<file path="src/rtl/mips_pkg.sv">
// Shared definitions for the MIPS pipeline memory-side blocks.
// Holds the arbiter FSM encoding and the default bus widths.
package mips_pkg;

  localparam int ADDR_W_DEF = 32;
  localparam int DATA_W_DEF = 32;

  typedef enum logic [1:0] {
    IDLE   = 2'd0,
    WAIT_I = 2'd1,
    WAIT_D = 2'd2
  } arb_state_t;

endpackage

</file>
<file path="src/rtl/arb_lat_counter.sv">
// Loadable down-counter for fixed-latency operations.
// Flags the last busy cycle (cnt==1) and completion (cnt==0).
module arb_lat_counter #(
  parameter int LOAD_VAL = 2
) (
  input  logic clk,
  input  logic rst,
  input  logic load,
  input  logic dec,
  output logic last,
  output logic done
);

  logic [3:0] cnt;

  always_ff @(posedge clk) begin
    if (rst) begin
      cnt <= 4'd0;
    end else if (load) begin
      cnt <= 4'(LOAD_VAL);
    end else if (dec && (cnt != 4'd0)) begin
      cnt <= cnt - 4'd1;
    end
  end

  assign last = (cnt == 4'd1);
  assign done = (cnt == 4'd0);

endmodule

</file>
<file path="src/rtl/mem_port_arbiter.sv">
// Arbitrates IF-stage fetches and MEM-stage data accesses onto one
// fixed-latency single-port RAM; data wins, bounded by a streak limit.
module mem_port_arbiter
  import mips_pkg::*;
#(
  parameter int ADDR_W      = ADDR_W_DEF,
  parameter int DATA_W      = DATA_W_DEF,
  parameter int MEM_LAT     = 2,
  parameter int MAX_DSTREAK = 3
) (
  input  logic              clk,
  input  logic              rst,
  input  logic              if_req,
  input  logic [ADDR_W-1:0] if_addr,
  input  logic              if_abort,
  output logic              if_ready,
  output logic [DATA_W-1:0] if_rdata,
  input  logic              dm_rd,
  input  logic              dm_wr,
  input  logic [ADDR_W-1:0] dm_addr,
  input  logic [DATA_W-1:0] dm_wdata,
  output logic              dm_ready,
  output logic [DATA_W-1:0] dm_rdata,
  output logic              ram_en,
  output logic              ram_we,
  output logic [ADDR_W-1:0] ram_addr,
  output logic [DATA_W-1:0] ram_wdata,
  input  logic [DATA_W-1:0] ram_rdata
);

  localparam logic [3:0] STREAK_MAX = 4'(MAX_DSTREAK);

  // Handshake: a requester holds its req (and address/data) until its
  // one-cycle ready strobe; the request is sampled only at the grant edge.
  arb_state_t state, state_nxt;
  logic [3:0] streak;
  logic       abort_pend;
  logic       grant_d, grant_i;
  logic       cnt_last, cnt_done;
  logic       dm_req;

  assign dm_req = dm_rd | dm_wr;

  arb_lat_counter #(
    .LOAD_VAL(MEM_LAT)
  ) u_cnt (
    .clk (clk),
    .rst (rst),
    .load(grant_d | grant_i),
    .dec (state != IDLE),
    .last(cnt_last),
    .done(cnt_done)
  );

  always_comb begin
    state_nxt = state;
    grant_d   = 1'b0;
    grant_i   = 1'b0;
    case (state)
      IDLE: begin
        if (dm_req && (!if_req || (streak < STREAK_MAX))) begin
          state_nxt = WAIT_D;
          grant_d   = 1'b1;
        end else if (if_req) begin
          state_nxt = WAIT_I;
          grant_i   = 1'b1;
        end
      end
      WAIT_I, WAIT_D: begin
        if (cnt_done) state_nxt = IDLE;
      end
      default: state_nxt = IDLE;
    endcase
  end

  always_ff @(posedge clk) begin
    if (rst) begin
      state      <= IDLE;
      streak     <= 4'd0;
      abort_pend <= 1'b0;
      ram_en     <= 1'b0;
      ram_we     <= 1'b0;
      ram_addr   <= '0;
      ram_wdata  <= '0;
      if_ready   <= 1'b0;
      dm_ready   <= 1'b0;
    end else begin
      state  <= state_nxt;
      ram_en <= grant_d | grant_i;
      ram_we <= grant_d & dm_wr;
      if (grant_d) begin
        ram_addr  <= dm_addr;
        ram_wdata <= dm_wdata;
        streak    <= if_req ? (streak + 4'd1) : 4'd0;
      end else if (grant_i) begin
        ram_addr <= if_addr;
        streak   <= 4'd0;
      end
      // A flush arriving on the final busy cycle must still swallow the strobe.
      if_ready   <= (state == WAIT_I) && cnt_last && !abort_pend && !if_abort;
      dm_ready   <= (state == WAIT_D) && cnt_last;
      abort_pend <= (state == WAIT_I) && !cnt_done && (abort_pend || if_abort);
    end
  end

  assign if_rdata = if_ready ? ram_rdata : '0;
  assign dm_rdata = dm_ready ? ram_rdata : '0;

endmodule

</file>
<file path="config.mk">
export PLATFORM = sky130hd
export DESIGN_NAME = mem_port_arbiter
export DESIGN_NICKNAME = d
export VERILOG_FILES = /design/src/rtl/mips_pkg.sv /design/src/rtl/arb_lat_counter.sv /design/src/rtl/mem_port_arbiter.sv
export SDC_FILE = /design/constraint.sdc
export NUM_CORES = 1
export LEC_CHECK = 0
export CAP_MARGIN = 10
export CORE_ASPECT_RATIO = 0.6
export CORE_MARGIN = 3
export CORE_UTILIZATION = 36
export DETAILED_ROUTE_END_ITERATION = 10
export GPL_ROUTABILITY_DRIVEN = 0
export PLACE_DENSITY_LB_ADDON = 0.12
export SYNTH_ARGS = -nofsm -noshare
export SYNTH_HDL_FRONTEND = slang
export SYNTH_SLANG_ARGS = --single-unit
</file>
<file path="constraint.sdc">
create_clock -name clk -period 2.3 [get_ports clk]
set_input_delay 0.23 -clock clk [delete_from_list [all_inputs] [get_ports clk]]
set_output_delay 0.23 -clock clk [all_outputs]
set_load 0.05 [all_outputs]
</file>
Yosys cells after proc, flatten, opt, wreduce, memory -nomap -nowiden --
Cells that the tools add are included.
Word-level totals: flip-flop bits (word level) 79, bits of input ports 134, output and inout bits 132, word-level logic and storage cells 63
Operators by class: add/sub/neg operators 2, $lt $le $gt $ge 1, eq/ne operators 5, mux-type cells 18, bitwise logic cells 3, reductions and logical operators 23
Operators with widths (count):
- $mux 32 | 4
- $mux 4 | 3
- $mux 2 | 5
- $logic_and 1x1->1 | 8
- $reduce_bool 2->1 | 3
- $mux 1 | 5
- $add 4x1->4 const B | 1
- $eq 4x1->1 const B | 1
- $logic_not 1->1 | 4
- $logic_not 4->1 | 1
- $lt 4x2->1 const B | 1
- $pmux 2 s2 | 1
- $reduce_bool 4->1 | 1
- $reduce_or 2->1 | 2
- $sub 4x1->4 const B | 1
- $ne 3x3->1 const B | 1
- $eq 2x1->1 const B | 1
- $eq 2x2->1 const B | 1
- $logic_not 2->1 | 1
- $logic_or 1x1->1 | 2
- $ne 2x2->1 const B | 1
- $or 1x1->1 | 2
- $reduce_and 2->1 | 1
- $and 1x1->1 | 1

Logic depth before layout (Yosys ltp) --
Gate-level depths: netlist (run 1).
depth in word-level cells 7, gate-level depth with buffers 8, mapped depth without buffers 5

By module --
Synthesis (run 1) repeated with hierarchy kept, for this count alone.
Second synthesis, totals: cells, all modules 466, area, all modules 3838.7 um2
Modules (own cells, without submodules):
- mem_port_arbiter | times used 1, cells each 439, area an instance 3595.9 um2, sequential area each 1501.4 um2
- arb_lat_counter | times used 1, cells each 27, area an instance 242.7 um2, sequential area each 80.1 um2

Least setup slack after synthesis (run 1) --
Ideal clock, no wire load.
path type reg2reg, start reg state[0], end reg ram_addr[0], setup time 0.122 ns, arrival 1.528 ns, data required time 2.178 ns, setup slack 0.650 ns, cell stages (with the launch flop) 9, buffers on the path 3, period minus slack after synthesis 1.650 ns, cells stage by stage dfxtp_1 > inv_1 > ha_1 > nand2b_1 > buf_4 > and3b_1 > buf_6 > buf_6 > a221o_1
On the way: cells in the longest elaborated chain, start to end 3, elaborated cells between the ends (all ways) 5, those cells by class 3 x mux; 2 x reduce/logical
Ends and longest elaborated chain:
- from (decl) | RTL line mem_port_arbiter.sv:35 | arb_state_t state, state_nxt;
- from (signal assigned) | RTL line mem_port_arbiter.sv:88 | state <= state_nxt;
- $logic_not 2->1 (*) | RTL line mem_port_arbiter.sv:59 | case (state)
- $mux 1 | RTL line mem_port_arbiter.sv:59
- $mux 32 / $reduce_bool 2->1 (equally long branches)
- to (signal assigned) | RTL line mem_port_arbiter.sv:92 | ram_addr <= dm_addr;
- to (signal assigned) | RTL line mem_port_arbiter.sv:96 | ram_addr <= if_addr;
- to (decl) | RTL line mem_port_arbiter.sv:26 | output logic [ADDR_W-1:0] ram_addr,
Mark *: on every way between the ends. The rest lies on a longest branch, timed or not. A chain may end at the register's enable or synchronous reset.

Worst setup path in the final report (run 1) --
start reg state[0], end reg ram_addr[20]
The elaborated chain is that of the path after synthesis.

==> metrics.txt, run 1 <==
HPWL after DPL=10200 um; clock latency on the worst-skew pair=330 ps; Sw Share=33.3%; f_max=516 MHz; Longest Clk Path Bufs=2; synth warn=0; fill cell count=800; share of layout cells above drive strength 1=13.9%; CP Max Fanout=35; Internal=0.00306 W; Setup crit start kind=register; drt drc=0; Mean Syn Cell Area=8.98 um2; worst hold slack=455 ps; Nets=819; max incr delay on CP=500 ps; Worst Setup End Kind=register; Gate Count Post-Synth=432; Yosys top cell area share=40.8%; Total GRT Usage=20.9%; Area contributors post-synth=dfxtp_1, and2_1, nand2_1, mux2i_1, a221o_1; Vias/cell=4.99; Slew @ Worst Pin=536 ps; Clock Sinks=79; Top Ports=266; fin crit share=84.2%; first-pass GRT wire length=20400 um; drt wl/cell=16.2 um; Routed Antenna Nets=0; H-tree depth=3; vias in the first global route=3930; Main synth FF type=dfxtp_1; CP cell instances=inv_1, ha_1, nand2b_1, and3b_1, buf_4, a221o_1; Critical Path Slowest Stage Cell=ha_1; initial DRC count=127; P_sw=0.00153 W; area occupied by registers=0.00158 mm2; Final Critical Period=1940 ps; Post-synth top cells=nand2_1, dfxtp_1, and2_1; post-synth net total=572; Multi-input gate area=0.00203 mm2; Num CTS Buffers=9; via count=4084; largest net degree at the start of global routing=65; Clock power frac=30.4%; total length of routed wires=13200 um; maximum capacitance violations=0; 1st-pass router iterations=6; Post-Syn Area=0.00388 mm2; Worst Clk Skew=5.72 ps; die span in y=86.4 um; die width=140 um; VDD IR max=579 uV; Async SR Flop Fraction=0%; Initial Util=38.2%; Core Area=0.0102 mm2; Final Hold Viols=0; CTS tree=built; combinational share of power=34.4%; Post-synth EDFFs=0; Hold/Removal Path Class=register to register; worst path required time=2560 ps; count leader, synth=nand2_1; Resize count post-CTS=0; Final setup viols=0; outcome=complete, no violations; Die ar.=0.0121 mm2; relative slew slack=64.1%; synth unique cells=41; Setup CP Type=register to register; LEAKAGE=2.83 nW; WP data arrival=2200 ps; Port Buffers=265; leading area contributor after synthesis=dfxtp_1; setup_tns=0 ps; Reg power frac=35.2%; Ant. Diodes=0; Root Buffer=clkbuf_16; pwr dens=682 mW/mm2; Remaining Overflow, GRT=0; CTS Hold Buffers Added=0; post-CTS setup buffers=0; synthesized flop and latch total=79; antenna violations before repair=0; Area Overhead vs Synth=73.2%; sequential area share after synthesis=40.8%; final slew viol count=0; RSZ-0062 raised after global routing=false; Worst-path clk slew=60 ps; Core Rows=28
## stage by stage
stage | instances | utilization [%] | setup WS [ps] | cell area [um2] | total power [W]
4_1_cts | 819 | 66.1 | 366 | 6720 | 0.00462
5_1_grt | 819 | 66.1 | 188 | 6720 | 0.00477
2_1_floorplan | 432 | - | 650 | 3880 | 0.00261
3_3_place_gp | 803 | 63.3 | 401 | 6430 | 0.00319
3_5_place_dp | 803 | 63.3 | 305 | 6430 | 0.00322
6_report | 819 | 66.1 | 364 | 6720 | 0.00458
## critical path: cells and delay by family, from the launching register on
kind	cells	cell delay, ps
fa+ha+maj	1	500
buf+inv	2	450
compound gates	1	220
flops	1	310
simple gates	2	380
## final cells by class
| type | instances | share of cell area, % |
|---|---|---|
| clock buffers | 13 | 3.72 |
| flip-flops and latches | 79 | 23.5 |
| clock inverters | 3 | 0.633 |
| well taps | 135 | 2.51 |
| repair buffers | 277 | 39.0 |
| inverters | 7 | 0.391 |
| multi-input cells | 305 | 30.2 |
## power groups by stage
stage / sequential, W / clock, W / combinational (W)
2_1_floorplan: 0.00214 / 0 / 0.000471
3_3_place_gp: 0.00164 / 0 / 0.00156
3_5_place_dp: 0.00164 / 0 / 0.00158
4_1_cts: 0.00162 / 0.00142 / 0.00158
5_1_grt: 0.00163 / 0.00148 / 0.00166
6_report: 0.00161 / 0.00139 / 0.00157
## state kept, by name (all words and copies together) (netlist names), 2 cells and up
| register | count |
|---|---|
| state | 2 |
| streak | 4 |
| u_cnt.cnt | 4 |
| ram_addr | 32 |
| ram_wdata | 32 |
## worst paths after layout
| path | slack (ps) | startpoint | cells after the start | end |
|---|---|---|---|---|
| worst max-delay path | 360 | state[0] | 6 | ram_addr[20] |
| worst min-delay path | 460 | ram_wdata[24] | 2 | ram_wdata[24] |
| worst max register to register | 360 | state[0] | 6 | ram_addr[20] |
| worst min register to register | 460 | ram_wdata[24] | 2 | ram_wdata[24] |
## cells in the final DEF, fill, tap and decap left out, types with 3 or more instances in the layout
cell | Yosys | final
a211oi_1 | 31 | 31
a21oi_1 | 3 | 3
a221o_1 | 32 | 32
and2_1 | 68 | 68
buf_12 | 0 | 3
buf_4 | 2 | 73
clkbuf_1 | 25 | 3
clkbuf_16 | 0 | 9
clkdlybuf4s50_1 | 0 | 201
dfxtp_1 | 79 | 79
ha_1 | 6 | 6
inv_1 | 5 | 5
mux2i_1 | 33 | 33
nand2_1 | 95 | 95
nor2_1 | 5 | 5
o21ai_0 | 3 | 3
## cells by family after synthesis
kind of cell	synth area share [%]
flip-flops	40.8
AND/OR/NAND/NOR	23.8
adder cells (fa/ha/maj)	1.94
AO/OA/AOI/OAI	17.6
multiplexers	8.81
buffers and inverters	7.06
## metal layers
metal | vias to the layer above | wire length, um | global-route usage (%)
met5 | - | 0 | 0
met4 | 0 | 320 | 7.74
met3 | 25 | 1100 | 6.73
met2 | 178 | 6660 | 37.1
met1 | 1878 | 5140 | 23.8
li1 | 2003 | - | -
Note: power is estimated with default switching activity, not from simulation.
==> run 2, diff against run 1 <==
CORE_UTILIZATION = 32   (was 36)
clock period = 1.6 ns   (was 2.3 ns; I/O delays follow)
==> run 2 against run 1 <==
Global-route usage down 0.60 points. Via count up 2.3%. Combinational power up 52%. Count of clock-buffer cells in the layout down 2. Non-clock buffer count up 14. Register-to-register slack worse by 310 ps. Core utilization up 0.49 points. Critical path type unchanged. Hold slack worse by 73 ps. Setup slack worse by 310 ps. Sequential power up 45%. Final cell count up 4.8%. Fmax up 25%.
==> metrics.txt, run 2 (same netlist as run 1, synthesis figures left out) <==
outcome=complete, no violations; f_max=647 MHz; worst hold slack=382 ps; Port Buffers=265; worst path required time=1820 ps; clock latency on the worst-skew pair=330 ps; Critical Path Slowest Stage Cell=dfxtp_2; Slew @ Worst Pin=438 ps; WP data arrival=1760 ps; Multi-input gate area=0.00211 mm2; Critical path buffers and inverters=2; Worst Clk Skew=6.97 ps; Worst-path clk slew=60 ps; Final Hold Viols=0; maximum capacitance violations=0; Setup CP Type=register to register; CTS tree=built; H-tree depth=3; CP Depth=6; most frequent cells in the layout=clkdlybuf4s50_1, nand2_1, buf_4; RSZ-0062 raised after global routing=false; final slew viol count=0; Clock Sinks=79; CP Max Fanout=17; Worst Setup End Kind=register; commonest non-fill, non-tap cell in the layout=clkdlybuf4s50_1; post-route cell area=0.00770 mm2; CP cell instances=ha_4, o31ai_4, buf_6, and3b_2, clkbuf_16, a221o_1; total length of routed wires=14600 um; Core Rows=30; crit-path leading delay family=compound AO/OA/AOI/OAI gates; share of layout cells above drive strength 1=27.8%; Routed Antenna Nets=0; Setup crit start kind=register; Remaining Overflow, GRT=0; crit path launch=streak[0]; die width=148 um; die span in y=91.3 um; Longest Clk Path Bufs=2; vias in the first global route=4000; Vias/cell=4.87; fill cell count=924; Total GRT Usage=20.3%; Initial Util=33.5%; placed cell area=0.00723 mm2; Ant. Diodes=0; Final Critical Period=1550 ps; relative slew slack=70.4%; pwr dens=889 mW/mm2; Core Area=0.0116 mm2; fin crit share=96.7%; Root Buffer=clkbuf_16; first-pass GRT wire length=22200 um; Die ar.=0.0135 mm2; Num CTS Buffers=9; area occupied by registers=0.00159 mm2; HPWL after DPL=11500 um; via count=4177; CP endpoint=ram_addr[28]; largest net degree at the start of global routing=65; antenna violations before repair=0; 1st-pass router iterations=4; VDD IR max=649 uV; worst reg2reg path endpoint=ram_addr[28]; reg2reg start=streak[0]; initial DRC count=167; drt wl/cell=17.1 um; Area Overhead vs Synth=98.6%; drt drc=0; LEAKAGE=3.25 nW; worst reg2reg setup slack=50 ps; Hold/Removal Path Class=input port to register; reg2reg path depth=6; Final setup viols=0; Top Ports=266; Nets=833; max incr delay on CP=360 ps; Top Registers=ram_addr: 32 flops, ram_wdata: 32 flops
==> run 2: cell count changes in the layout (fill, tap and decap cells not counted), moves of 2 or more <==
cell and delta:
clkbuf_1 -3, inv_2 +2, buf_6 +2, buf_12 +69, clkdlybuf4s50_1 -68, inv_1 -2
ha_4 +2, buf_4 +9, dfxtp_1 -3, ha_1 -3, dfxtp_2 +3
==> run 2: per-stage QoR <==
| step | total power (W) | TNS (ps) | instances | util [%] | setup slack (ps) |
|---|---|---|---|---|---|
| final | 0.00685 | 0 | 858 | 66.6 | 53.5 |
| after CTS | 0.00684 | 0 | 856 | 65.9 | 10.6 |
| after global placement | 0.00459 | -6450 | 838 | 62.5 | -105 |
| after detailed placement | 0.00464 | -11440 | 838 | 62.5 | -245 |
| after floorplan | 0.00376 | 0 | 432 | - | 5.53 |
| after global routing | 0.00713 | 0 | 858 | 66.6 | 0.868 |
==> run 2: worst min-delay path by stage <==
stage | start | end | slack, ps | depth (start not counted)
2_1_floorplan | dm_wr | ram_we | 280 | 1
3_3_place_gp | ram_wdata[29] | ram_wdata[29] | 440 | 2
3_5_place_dp | ram_wdata[5] | ram_wdata[5] | 450 | 2
4_1_cts | dm_wdata[5] | ram_wdata[5] | 370 | 3
5_1_grt | dm_wdata[5] | ram_wdata[5] | 390 | 3
6_report | dm_wdata[5] | ram_wdata[5] | 380 | 3
==> run 2: report_power, final <==
part / switching, W / internal [W]
combinational: 0.00137 / 0.00101
clock: 0.000820 / 0.00131
sequential: 0.000134 / 0.00220
==> run 2: area by class of cell <==
class | count | share of cell area, %
Clock buffer | 11 | 3.28
Sequential cell | 79 | 20.6
Tap cell | 160 | 2.60
Inverter | 7 | 0.341
Timing Repair Buffer | 291 | 45.0
Clock inverter | 5 | 0.828
Multi-Input combinational cell | 305 | 27.4
==> run 2: worst register-to-register path, delay by kind of cell, from the launching register on <==
family          cells  cell delay [ps]
compound gates      2              380
flops               1              360
buf+inv             2              320
simple gates        1              230
fa+ha+maj           1              150
==> run 2: repair_timing <==
item / CTS / global route
pin swaps: 2 / 2
cloned: 1 / 1
hold buffers: 0 / 0
buffers inserted: 1 / 1
gates resized for setup: 8 / 14
endpoints found under the setup margin: 70 / 48
==> run 2: layer usage <==
layer | track usage [%] | vias up | wire length, um
met1 | 25.3 | 1956 | 6030
met4 | 3.69 | 0 | 138
met3 | 5.54 | 12 | 1090
met2 | 35.4 | 172 | 7380
li1 | - | 2037 | -
met5 | 0 | - | 0
